--- config.mk ---
export PLATFORM = sky130hd
export DESIGN_NAME = serial_addbit_engine
export DESIGN_NICKNAME = d
export VERILOG_FILES = /design/src/rtl/serial_addbit_engine.sv
export SDC_FILE = /design/constraint.sdc
export NUM_CORES = 1
export LEC_CHECK = 0
export BUFFER_PORTS_ARGS = -buffer_cell sky130_fd_sc_hd__buf_2
export CORE_UTILIZATION = 40
export CTS_BUF_LIST = sky130_fd_sc_hd__clkbuf_2
export CTS_CLUSTER_SIZE = 8
export DETAILED_ROUTE_END_ITERATION = 8
export PLACE_DENSITY = 0.6
export SYNTH_ARGS = -nofsm -noshare
export SYNTH_HDL_FRONTEND = slang
export SYNTH_SLANG_ARGS = --single-unit
--- constraint.sdc ---
create_clock -name clk -period 1.5 [get_ports clk]
set_input_delay 0.15 -clock clk [delete_from_list [all_inputs] [get_ports clk]]
set_output_delay 0.15 -clock clk [all_outputs]
set_load 0.05 [all_outputs]
--- src/rtl/serial_addbit_engine.sv ---
// serial_addbit_engine
//   Bit-serial WIDTH-bit adder. One full-adder cell is reused every clock.
//   The carry is registered and fed back as the next carry-in. Operands
//   shift through the cell LSB-first, and the sum bits shift in from the MSB.
//
//   Ports
//     clk    - rising-edge clock
//     rst_n  - asynchronous active-low reset
//     start  - request, sampled only in IDLE or DONE
//     a, b   - operands, captured on an accepted start
//     ci     - carry-in, captured on an accepted start
//     busy   - high while the bit-steps are running
//     done   - one-cycle pulse when sum/co take a new result
//     sum    - registered parallel result, held between operations
//     co     - registered final carry-out, held between operations
module serial_addbit_engine #(
  parameter int WIDTH = 8
) (
  input  logic             clk,
  input  logic             rst_n,
  input  logic             start,
  input  logic [WIDTH-1:0] a,
  input  logic [WIDTH-1:0] b,
  input  logic             ci,
  output logic             busy,
  output logic             done,
  output logic [WIDTH-1:0] sum,
  output logic             co
);
  localparam int CW = $clog2(WIDTH) + 1;

  typedef enum logic [1:0] {IDLE, RUN, DONE} state_t;

  state_t           state, nxt;
  logic [WIDTH-1:0] a_sr, b_sr, s_sr;
  logic             carry;
  logic [CW-1:0]    cnt;

  logic             accept, last;
  logic             bit_s, bit_c;
  logic [WIDTH:0]   s_cat;
  logic [WIDTH-1:0] s_nxt;

  // A new operation is accepted from IDLE, and also from DONE so that
  // operations can run back-to-back.
  assign accept = start && (state == IDLE || state == DONE);
  assign last   = (state == RUN) && (cnt == CW'(WIDTH - 1));

  // Full-adder cell, same truth table as the gate-level 1-bit adder.
  assign bit_s = a_sr[0] ^ b_sr[0] ^ carry;
  assign bit_c = (a_sr[0] & b_sr[0]) | ((a_sr[0] ^ b_sr[0]) & carry);

  // The new sum bit enters at the MSB. Concatenating before the shift keeps
  // this valid for WIDTH=1, where s_sr has no upper bits to slice.
  assign s_cat = {bit_s, s_sr};
  assign s_nxt = s_cat[WIDTH:1];

  // State register
  always_ff @(posedge clk or negedge rst_n) begin
    if (!rst_n) state <= IDLE;
    else        state <= nxt;
  end

  // Next-state logic
  always_comb begin
    nxt = state;
    unique case (state)
      IDLE:    if (start) nxt = RUN;
      RUN:     if (last)  nxt = DONE;
      DONE:    nxt = start ? RUN : IDLE;
      default: nxt = IDLE;
    endcase
  end

  // Outputs decoded from the registered state
  always_comb begin
    busy = 1'b0;
    done = 1'b0;
    unique case (state)
      RUN:     busy = 1'b1;
      DONE:    done = 1'b1;
      default: ;
    endcase
  end

  // Datapath: operand capture, one bit-step per RUN cycle, result latch.
  // A start in RUN is ignored because accept is false there.
  always_ff @(posedge clk or negedge rst_n) begin
    if (!rst_n) begin
      a_sr  <= '0;
      b_sr  <= '0;
      s_sr  <= '0;
      carry <= 1'b0;
      cnt   <= '0;
      sum   <= '0;
      co    <= 1'b0;
    end else if (accept) begin
      a_sr  <= a;
      b_sr  <= b;
      s_sr  <= '0;
      carry <= ci;
      cnt   <= '0;
    end else if (state == RUN) begin
      a_sr  <= a_sr >> 1;
      b_sr  <= b_sr >> 1;
      s_sr  <= s_nxt;
      carry <= bit_c;
      cnt   <= cnt + CW'(1);
      if (last) begin
        sum <= s_nxt;
        co  <= bit_c;
      end
    end
  end

endmodule

# Word-level counts from Yosys, hierarchy flattened

Cells that the tools add are included.

Bits in registers: 40
Bits in latches: 0
Memory bits (writable): 0
Bits in read-only memories: 0
Input bits: 20
Output and inout port bits: 11
Logic and storage cells: 43
Memories kept: 0

Add/sub/neg operators: 1
Multipliers: 0
Divide/modulo/power cells: 0
$lt $le $gt $ge: 0
Equality and inequality tests: 5
Shift-type cells: 0
Mux-type cells: 16
Bitwise logic cells: 6
Reductions and logical operators: 7

Operator list:

| cell                  | count |
|---|---|
| $mux W8               | 6 |
| $mux W4               | 2 |
| $pmux W2 S3           | 1 |
| $mux W1               | 5 |
| $add A4 B1 Y4 const B | 1 |
| $eq A4 B3 Y1 const B  | 1 |
| $mux W2               | 2 |
| $ne A2 B2 Y1 const B  | 2 |
| $reduce_and A3 Y1     | 1 |
| $and A1 B1 Y1         | 2 |
| $eq A2 B1 Y1 const B  | 1 |
| $eq A2 B2 Y1 const B  | 1 |
| $logic_and A1 B1 Y1   | 2 |
| $logic_not A2 Y1      | 1 |
| $reduce_and A2 Y1     | 1 |
| $reduce_bool A2 Y1    | 1 |
| $xor A1 B1 Y1         | 2 |
| $logic_or A1 B1 Y1    | 1 |
| $not A1 Y1            | 1 |
| $or A1 B1 Y1          | 1 |

# Logic depth before layout (Yosys ltp)

Gate-level depths: netlist of run 1.

Depth after elaboration: 5
Depth in mapped cells: 5
Mapped depth without buffers: 4

# Worst setup path before layout of run 1

Ideal clock, no wire load.

Path kind: register -> register
Start: register cnt[0]
End: register co
Setup time: 125 ps
Arrival time: 1255 ps
Data required time: 1375 ps
Slack: 120 ps
Stages on the path, launching flop included: 6
Path buffers: 1
Clock period less this slack: 1380 ps
Path through: dfrtp_1 -> ha_1 -> nand2_1 -> nor3b_2 -> buf_4 -> mux2_2

Longest elaborated chain between the ends: 3

Ends and longest elaborated chain:

| item                               | RTL line | source |
|---|---|---|
| start: declaration                 | 37       | `logic [CW-1:0] cnt;` |
| start signal: assignment           | 108      | `cnt <= cnt + CW'(1);` |
| $eq A4 B3 Y1                       | 47       | `assign last = (state == RUN) && (cnt == CW'(WIDTH - 1));` |
| $logic_and A1 B1 Y1                | 47       |  |
| $reduce_and A3 Y1 (no source line) | n/a      |  |
| end signal: assignment             | 111      | `co <= bit_c;` |
| end: declaration                   | 28       | `output logic co` |

No other way between the ends.
A chain may end at the register's enable or synchronous reset.

# Worst setup path after layout of run 1

Start: register cnt[0]
End: register sum[1]

Longest elaborated chain between the ends: 3

Ends and longest elaborated chain:

| item                               | RTL line | source |
|---|---|---|
| $eq A4 B3 Y1                       | 47       |  |
| $logic_and A1 B1 Y1                | 47       |  |
| $reduce_and A3 Y1 (no source line) | n/a      |  |
| end signal: assignment             | 110      | `sum <= s_nxt;` |
| end: declaration                   | 27       | `output logic [WIDTH-1:0] sum,` |

No other way between the ends.

==> metrics, run 1 <==
Clk pin slew, worst setup/hold paths=0.17 ns; Slew HR=0.706; drt drc=0; Flop pwr share=0.397; Core ar.=~3800 µm²; Placed Instance Area=approximately 1900 µm²; final HPWL from detailed placement=1.99 mm; Rows=22; power density over the cells=2150 nW/µm²; Gate power share=0.512; Lkg Pwr=0.00110 µW; GRT Util Overall=0.166; Setup CP Type=reg2reg; Psw=around 1800 µW; Slew Limit Fails=0; final hold violation count=0; worst hold path class=in2reg; top post-synthesis cells by area=dfrtp_1 (60%), a22o_1 (9.7%), mux2_2 (7.6%); CP Launch Type=flop; worst-path fanout max=5; Antenna Nets Post-Route=0; via count=1149; synthesized cell area=between 1500 and 2000 µm²; Final Wtd Congestion=around 0.76; largest net degree at the start of global routing=26; layout cells sized above 1=0.386; fin crit share=1.00; clk_lat worst skew=0.37 ns; Final setup viols=6; DR vias/cell=~5.1; worst slew pin tran=0.440 ns; 1st-iter DRT viols=just over 90; number of inserted diodes=0; cts bufs inserted=5; Die Width=approximately 66 µm; status=finished, violations left; initial antenna violation count=0; worst setup margin=-0.00613 ns; number of global-route vias before repair=1208; peak supply drop=0.000699 V; min Tclk post-route=around 1.5 ns; CTS H-tree lvls=2; post-synthesis average cell area=13.4 µm²; Crit. End Element=flop; sw frac=0.396; die area=approximately 4300 µm²; Synth area leader=dfrtp_1; PortBufs=30; synthesized flop and latch total=39; Pre-antenna DRT Iters=4; Mapped Cells=about 120; Max Cap Viol=0; area delta synth->final=30.6%; Tot Pwr=around 4600 µW; top cell type's share of synthesized area=0.601; root buffer cell=clkbuf_2; Max Fclk=664 MHz; Longest Clk Path Bufs=2; initial core utilization=0.430; Hold Worst Slack=0.0516 ns; per-cell routed wire length=roughly 15 µm; first-pass GRT wire length=5.31 mm; Layout Nets=between 150 and 200; Int Pwr=2750 µW; I/O pins=31; Clock Power Share=0.090; Seq/Total Area, Yosys=0.601; Final Skew=about 0.0071 ns; Sink Count=39; Yosys warning total=0; Finished Cell Area=between 2000 and 2500 µm²; Arr. time, crit path=1.79 ns; TritonCTS clock tree=built; total grt overflow=0; Mapped Nets=between 100 and 150; Crit path required time=between 1.5 and 2 ns; Routed WL=3.26 mm; number of unique standard cell types used by synthesis=18; worst slack, placed=around 0.014 ns; Die Span Y=~66 µm; failing checks=negative setup slack; RSZ-0062 raised after global routing=true
==> state kept, by name (all words and copies together), names as in the netlist <==
name,flops
sum,8
s_sr,7
cnt,4
state,2
b_sr,8
a_sr,8
carry,1
co,1
==> cell type report <==
cell class / count / area, µm²
clock buffer: 6 / 30.0
fill: 342 / 1650
multi-input combinational: 74 / 633
sequential: 39 / 976
tap: 48 / 60.1
timing repair buffer: 57 / 420
==> stage by stage <==
step           TNS (ns)  instances  utilization
6_report        -0.0223        224        0.562
5_1_grt          -0.873        224        0.562
2_1_floorplan         0        121            -
4_1_cts         -0.0598        218        0.536
3_3_place_gp          0        201        0.497
3_5_place_dp          0        201        0.497
==> final timing paths <==
| check | endpoint | cells past startpoint | startpoint | slack, ns |
|---|---|---|---|---|
| setup / recovery | sum[1]$_DFFE_PN0P_ | 5 | cnt[0]$_DFFE_PN0P_ | -0.006 |
| hold / removal | b_sr[2]$_DFFE_PN0P_ | 3 | b[2] | 0.05 |
| setup reg to reg | sum[1]$_DFFE_PN0P_ | 5 | cnt[0]$_DFFE_PN0P_ | -0.006 |
| hold reg to reg | b_sr[2]$_DFFE_PN0P_ | 1 | b_sr[2]$_DFFE_PN0P_ | 0.50 |
| max in group asynchronous | sum[7]$_DFFE_PN0P_ | 3 | rst_n | 0.81 |
| min in group asynchronous | b_sr[7]$_DFFE_PN0P_ | 2 | rst_n | 0.22 |
==> synth_stat cells, drive strengths merged <==
| cell type | number |
|---|---|
| a22o | 18 |
| and2b | 1 |
| dfrtp | 39 |
| nor2b | 2 |
| o21ai | 8 |
| buf | 6 |
| fa | 1 |
| nand4 | 1 |
| nor2 | 1 |
| ha | 1 |
| nand2 | 11 |
| clkbuf | 2 |
| a21o | 8 |
| nand2b | 1 |
| mux2 | 11 |
| mux2i | 9 |
| nor3b | 1 |
==> worst max-delay path, cell delays in order, from the launching register on <==
cell	delay, ns
dfrtp_1	0.40
ha_2	0.22
nand2_2	0.08
nor3b_4	0.23
buf_6	0.16
mux2_2	0.33
==> cell usage in the layout, fill, tap and decap left out, drive strengths merged <==
cell type     n
nand4         1
nand2b        1
nand2        11
buf          45
nor2b         2
a21o          8
mux2         11
ha            1
a22o         18
and2b         1
dlygate4sd3  11
o21ai         8
clkbuf        7
nor3b         1
fa            1
dfrtp        39
mux2i         9
nor2          1
==> metal layers <==
metal | track usage | part of all wire | vias to the layer above
li1 | - | - | 541
met1 | 0.196 | 0.45 | 569
met2 | 0.276 | 0.49 | 30
met3 | 0.0434 | 0.040 | 9
met4 | 0.0815 | 0.020 | 0
met5 | 0 | 0 | -
==> timing repair <==
action	4_1_cts	5_1_grt
endpoints found under the hold margin	27	0
setup endpoints to repair	7	31
hold buffers	11	0
gates resized for setup	3	16
gates cloned	0	1
pin swaps	0	1
setup buffers	0	5
==> logic make-up (layout without fill, tap and decap cells) <==
| kind of cell | Yosys count | after routing | share of synthesized area |
|---|---|---|---|
| flops | 39 | 39 | 0.601 |
| compound gates | 34 | 34 | 0.159 |
| mux | 20 | 20 | 0.132 |
| simple gates | 18 | 18 | 0.0586 |
| buf+inv | 8 | 63 | 0.0293 |
| fa+ha+maj | 2 | 2 | 0.0200 |
==> power groups by stage <==
| stage | clock network [µW] | logic (µW) | registers, µW |
|---|---|---|---|
| after detailed placement | 0 | 2050 | 1820 |
| after CTS | 432 | 2120 | 1790 |
| after global placement | 0 | 2010 | 1800 |
| final | 412 | 2340 | 1810 |
| after global routing | 480 | 2550 | 1870 |
| after floorplan | 0 | 1220 | 2120 |
Note: power is estimated with default switching activity, not from simulation.
==> run 2: changes to the inputs <==
--- a/config.mk
+++ b/config.mk
@@ -5,12 +5,15 @@
 export SDC_FILE = /design/constraint.sdc
 export NUM_CORES = 1
 export LEC_CHECK = 0
+export ABC_AREA = 1
 export BUFFER_PORTS_ARGS = -buffer_cell sky130_fd_sc_hd__buf_2
-export CORE_UTILIZATION = 40
+export CELL_PAD_IN_SITES_DETAIL_PLACEMENT = 1
+export CELL_PAD_IN_SITES_GLOBAL_PLACEMENT = 2
+export CORE_UTILIZATION = 34
 export CTS_BUF_LIST = sky130_fd_sc_hd__clkbuf_2
 export CTS_CLUSTER_SIZE = 8
 export DETAILED_ROUTE_END_ITERATION = 8
-export PLACE_DENSITY = 0.6
+export PLACE_DENSITY = 0.79
 export SYNTH_ARGS = -nofsm -noshare
 export SYNTH_HDL_FRONTEND = slang
 export SYNTH_SLANG_ARGS = --single-unit
==> metrics, run 2 <==
status=finished clean; root buffer cell=clkbuf_2; adder-cell share of the synthesized area=0.0192; Regs by FF count=a_sr (8), b_sr (8), sum (8); initial antenna violation count=0; 1st-iter DRT viols=27; Synth async-reset ratio=1.00; Crit. End Element=primary output; final hold violation count=0; Final Skew=~0.016 ns; Routed WL=between 3 and 4 mm; I/O pins=31; Slew HR=0.671; per-cell routed wire length=about 13 µm; Final Wtd Congestion=around 0.73; Sink Count=39; clk_lat worst skew=around 0.39 ns; Layout Nets=260; Max Cap Viol=0; Clk pin slew, worst setup/hold paths=roughly 0.19 ns; Compound-Gate Fraction of Synth Area=0.0937; peak supply drop=just over 0.0007 V; number of unique standard cell types used by synthesis=17; Rows=25; mux share of post-synthesis cell area=0; CTS H-tree lvls=2; Die Width=slightly above 70 µm; largest net degree at the start of global routing=22; # placed instances=between 200 and 300; CP Launch Type=flop; Final setup viols=0; Longest Clk Path Bufs=2; most common cell after layout, fill and taps aside=nand2_1; dominant synthesized flop cell=dfrtp_1; number of inserted diodes=0; area delta synth->final=25.5%; Mapped Nets=approximately 210; Arr. time, crit path=about 1.3 ns; fin crit share=0.956; Mapped Cells=190; top cell type's share of synthesized area=0.576; DR vias/cell=roughly 4.6; post-synthesis average cell area=slightly below 9 µm²; Hold Worst Slack=0.0334 ns; power density over the cells=~2200 nW/µm²; TritonCTS clock tree=built; initial core utilization=0.357; Layout Cells excl Fill=between 300 and 400; via count=1400; GRT Util Overall=0.170; Die Span Y=72.6 µm; Max Fclk=approximately 700 MHz; layout cells sized above 1=0.252; final HPWL from detailed placement=2.81 mm; Setup CP Type=reg2out; Synth area leader=dfrtp_1; Seq/Total Area, Yosys=0.576; worst-path fanout max=5; Tot Pwr=roughly 4600 µW; synthesized flop and latch total=39; PortBufs=30; Yosys warning total=0; cts bufs inserted=5; first-pass GRT wire length=6.68 mm; total grt overflow=0; Antenna Nets Post-Route=0; synthesized cell area=between 1500 and 2000 µm²; worst hold path class=in2reg; Crit path required time=1.35 ns; RSZ-0062 raised after global routing=true; simple-gate area share of the yosys netlist=0.244; Layout Utilization=0.448; main combinational cell family by area after synthesis=simple AND/OR/NAND/NOR gates; Post-Synth XOR/XNOR Area=0; top post-synthesis cells by area=dfrtp_1 (58%), nand2_1 (18%), o21ai_2 (4.1%); drt drc=0; worst slew pin tran=between 0.4 and 0.5 ns; Slew Limit Fails=0; Lkg Pwr=approximately 0.0011 µW; die area=between 5000 and 6000 µm²; Pre-antenna DRT Iters=4; most frequent cells in the layout=nand2_1 (80), dfrtp_1 (39), buf_2 (28), inv_1 (14), dlygate4sd3_1 (11); most instantiated library cell after synthesis=nand2_1; Setup TNS=0 ns; min Tclk post-route=~1.4 ns; Post-synth EDFFs=0; synth cell count leaders=nand2_1 (80), dfrtp_1 (39), inv_1 (14); Core ar.=4750 µm²; number of global-route vias before repair=between 1000 and 1500
==> run 2: cell type report <==
cell class	count	area, µm²
clock buffers	6	30.0
clock inverters	1	30.0
fillers	599	2630
inverters	16	60.1
multi-input cells	128	611
flip-flops and latches	39	976
well taps	67	83.8
repair buffers	48	338
==> run 2: report_power, final <==
part	total, µW	leakage, µW	switching [µW]	internal, µW
registers	1770	0.000493	255	1520
clock network	620	0.0000391	339	281
logic	2250	0.000587	1510	733
total	4640	0.00112	2110	2530
==> run 2: critical path, stage by stage (launching register included) <==
cell and delay (ns):
dfrtp_1 0.44, inv_2 0.07, nor2_4 0.20, buf_8 0.18
==> run 2: final timing paths <==
| path | start | cells past startpoint | end | slack [ns] |
|---|---|---|---|---|
| max reg2reg | cnt[0]$_DFFE_PN0P_ | 6 | sum[3]$_DFFE_PN0P_ | 0.14 |
| min | a[6] | 4 | a_sr[6]$_DFFE_PN0P_ | 0.03 |
| min reg2reg | sum[6]$_DFFE_PN0P_ | 2 | sum[6]$_DFFE_PN0P_ | 0.51 |
| max in group asynchronous | rst_n | 3 | b_sr[6]$_DFFE_PN0P_ | 0.79 |
| max | state[0]$_DFFE_PN0P_ | 3 | busy | 0.07 |
| min in group asynchronous | rst_n | 2 | s_sr[3]$_DFFE_PN0P_ | 0.22 |
==> run 2: repair_timing <==
item                       CTS  global route
hold buffers                11             0
setup buffers                0             2
gates resized for setup      1             4
hold endpoints to repair    28             0
setup endpoints to repair    1            11
pin swaps                    0             1
cloned                       0             0
==> run 2: per-layer routing <==
metal  routed length, µm  vias up  GRT usage
met1                1810      673      0.214
met5                   0        -          0
met4                  70        0     0.0654
li1                    -      691          -
met3                 130        8     0.0345
met2                1950       28      0.289
==> run 2: cells by family (layout without fill, tap and decap cells) <==
kind of cell,after synthesis,in the layout
flip-flops,39,39
AO/OA/AOI/OAI,24,24
adder cells (fa/ha/maj),2,2
AND/OR/NAND/NOR,102,102
buffers and inverters,23,71
==> run 2: through the flow <==
step | cell area, µm² | setup slack [ns]
2_1_floorplan | 1700 | 0.269
3_3_place_gp | 1930 | 0.130
3_5_place_dp | 1930 | 0.0629
4_1_cts | 2100 | 0.00770
5_1_grt | 2130 | -0.0244
6_report | 2130 | 0.0657
==> run 3: changes to the inputs <==
--- a/config.mk
+++ b/config.mk
@@ -9,11 +9,11 @@
 export BUFFER_PORTS_ARGS = -buffer_cell sky130_fd_sc_hd__buf_2
 export CELL_PAD_IN_SITES_DETAIL_PLACEMENT = 1
 export CELL_PAD_IN_SITES_GLOBAL_PLACEMENT = 2
-export CORE_UTILIZATION = 34
-export CTS_BUF_LIST = sky130_fd_sc_hd__clkbuf_2
+export CORE_UTILIZATION = 32
 export CTS_CLUSTER_SIZE = 8
 export DETAILED_ROUTE_END_ITERATION = 8
-export PLACE_DENSITY = 0.79
+export PLACE_DENSITY = 0.75
+export SKIP_LAST_GASP = 1
 export SYNTH_ARGS = -nofsm -noshare
 export SYNTH_HDL_FRONTEND = slang
 export SYNTH_SLANG_ARGS = --single-unit
==> metrics, run 3 (same netlist as run 2, synthesis figures left out) <==
status=finished clean; Regs by FF count=a_sr (8), b_sr (8), sum (8); Setup CP Type=reg2out; Die Width=roughly 75 µm; most common cell after layout, fill and taps aside=nand2_1; Antenna Nets Post-Route=0; Hold Startpoint=b[7]; Arr. time, crit path=1.25 ns; clk_lat worst skew=slightly below 0.3 ns; Lkg Pwr=around 0.0011 µW; RR Endpoint=sum[3]$_DFFE_PN0P_; DR vias/cell=4.47; Longest Clk Path Bufs=2; power density over the cells=around 2300 nW/µm²; largest net degree at the start of global routing=22; peak supply drop=slightly below 0.0009 V; most frequent cells in the layout=nand2_1 (80), dfrtp_1 (39), buf_2 (29), inv_1 (14), nand3_1 (9); Clk pin slew, worst setup/hold paths=roughly 0.080 ns; Crit path required time=between 1 and 1.5 ns; Max Cap Viol=0; TritonCTS clock tree=built; I/O pins=31; worst slew pin tran=approximately 0.47 ns; Max Fclk=approximately 700 MHz; cts bufs inserted=5; GRT Util Overall=0.157; Slew Limit Fails=0; total grt overflow=0; Setup TNS=0 ns; Die Span Y=74.8 µm; Rows=26; Hold Path Cell Cnt=3; Final Skew=a little over 0.008 ns; layout cells sized above 1=0.266; drt drc=0; worst-path fanout max=14; RSZ-0062 raised after global routing=false; PortBufs=30; Finished Cell Area=around 2100 µm²; min Tclk post-route=about 1.4 ns; Routed WL=3.90 mm; fin crit share=0.936; worst hold path class=in2reg; die area=5590 µm²; initial core utilization=0.332; root buffer cell=clkbuf_8; first-pass GRT wire length=approximately 6.5 mm; Layout Nets=250; final HPWL from detailed placement=roughly 2.8 mm; launching point of the worst reg2reg path=cnt[0]$_DFFE_PN0P_; Final Wtd Congestion=roughly 0.75; R2R setup slack=0.11 ns; CTS H-tree lvls=2; Placed Instance Area=1940 µm²; final hold violation count=0; Core ar.=5110 µm²; number of global-route vias before repair=1419; CP Launch Type=flop; Pre-antenna DRT Iters=4; 1st-iter DRT viols=35; Slew HR=0.689; Worst R2R Path Depth=6; Final setup viols=0; area delta synth->final=23.1%; number of inserted diodes=0; hold path endpoint=b_sr[7]$_DFFE_PN0P_; Crit. End Element=primary output; per-cell routed wire length=about 13 µm; Sink Count=39; initial antenna violation count=0; via count=roughly 1300
[run 3: cell count changes in the layout (fill, tap and decap cells not counted)]
cell / change
clkbuf_2: -6
dlygate4sd3_1: -10
clkbuf_8: +6
clkbuf_4: -1
buf_2: +1
buf_6: +2
buf_8: -1
clkinv_2: +1
buf_4: -1
[run 3: per-stage QoR]
step / util / hold slack (ns) / setup WS [ns] / std cells / total power [µW]
after detailed placement: 0.379 / 0.133 / 0.0376 / 289 / 3990
after CTS: 0.405 / 0.0661 / 0.0101 / 298 / 4930
after global routing: 0.409 / 0.0773 / 0.0115 / 299 / 5290
after global placement: 0.379 / 0.135 / 0.130 / 289 / 3890
final: 0.409 / 0.0699 / 0.0964 / 299 / 4900
after floorplan: - / -0.146 / 0.269 / 190 / 3410
[run 3: area by class of cell]
type	instances	area, µm²
clock buffer	6	82.6
clock inverter	2	35.0
fill	630	3020
inverter	16	60.1
multi-input combinational	128	611
sequential	39	976
tap	70	87.6
timing repair buffer	38	235
[run 3: worst max-delay path by stage]
stage,from,to,slack [ns],cells after the start
after CTS,state[0]$_DFFE_PN0P_,busy,0.01,4
after floorplan,cnt[0]$_DFFE_PN0P_,sum[5]$_DFFE_PN0P_,0.27,7
after global placement,cnt[0]$_DFFE_PN0P_,co$_DFFE_PN0P_,0.13,7
after global routing,cnt[0]$_DFFE_PN0P_,sum[2]$_DFFE_PN0P_,0.01,6
final,state[0]$_DFFE_PN0P_,busy,0.1,4
after detailed placement,cnt[0]$_DFFE_PN0P_,co$_DFFE_PN0P_,0.04,7
[run 3: where the power goes]
group          internal, µW  switching [µW]
sequential             1520             253
clock                   538             370
combinational           708            1500
total                  2770            2130
[run 3: per-layer routing]
metal	vias to the layer above	wire, µm	share of wire	track usage
met5	-	0	0	0
met2	28	1990	0.51	0.283
met1	639	1710	0.44	0.179
met4	0	55	0.014	0.0692
met3	5	153	0.039	0.0321
li1	666	-	-	-
[run 3: repair_timing]
| action | CTS | global route |
|---|---|---|
| endpoints found under the hold margin | 18 | 0 |
| hold buffers | 1 | 0 |
| setup endpoints to repair | 1 | 10 |
| buffers inserted | 0 | 1 |
| resized for setup | 1 | 3 |
[run 3: critical path, stage by stage (launching register included)]
cell and delay, ns:
dfrtp_1 0.40, inv_2 0.07, nor2_4 0.13, buf_6 0.18
buf_6 0.17
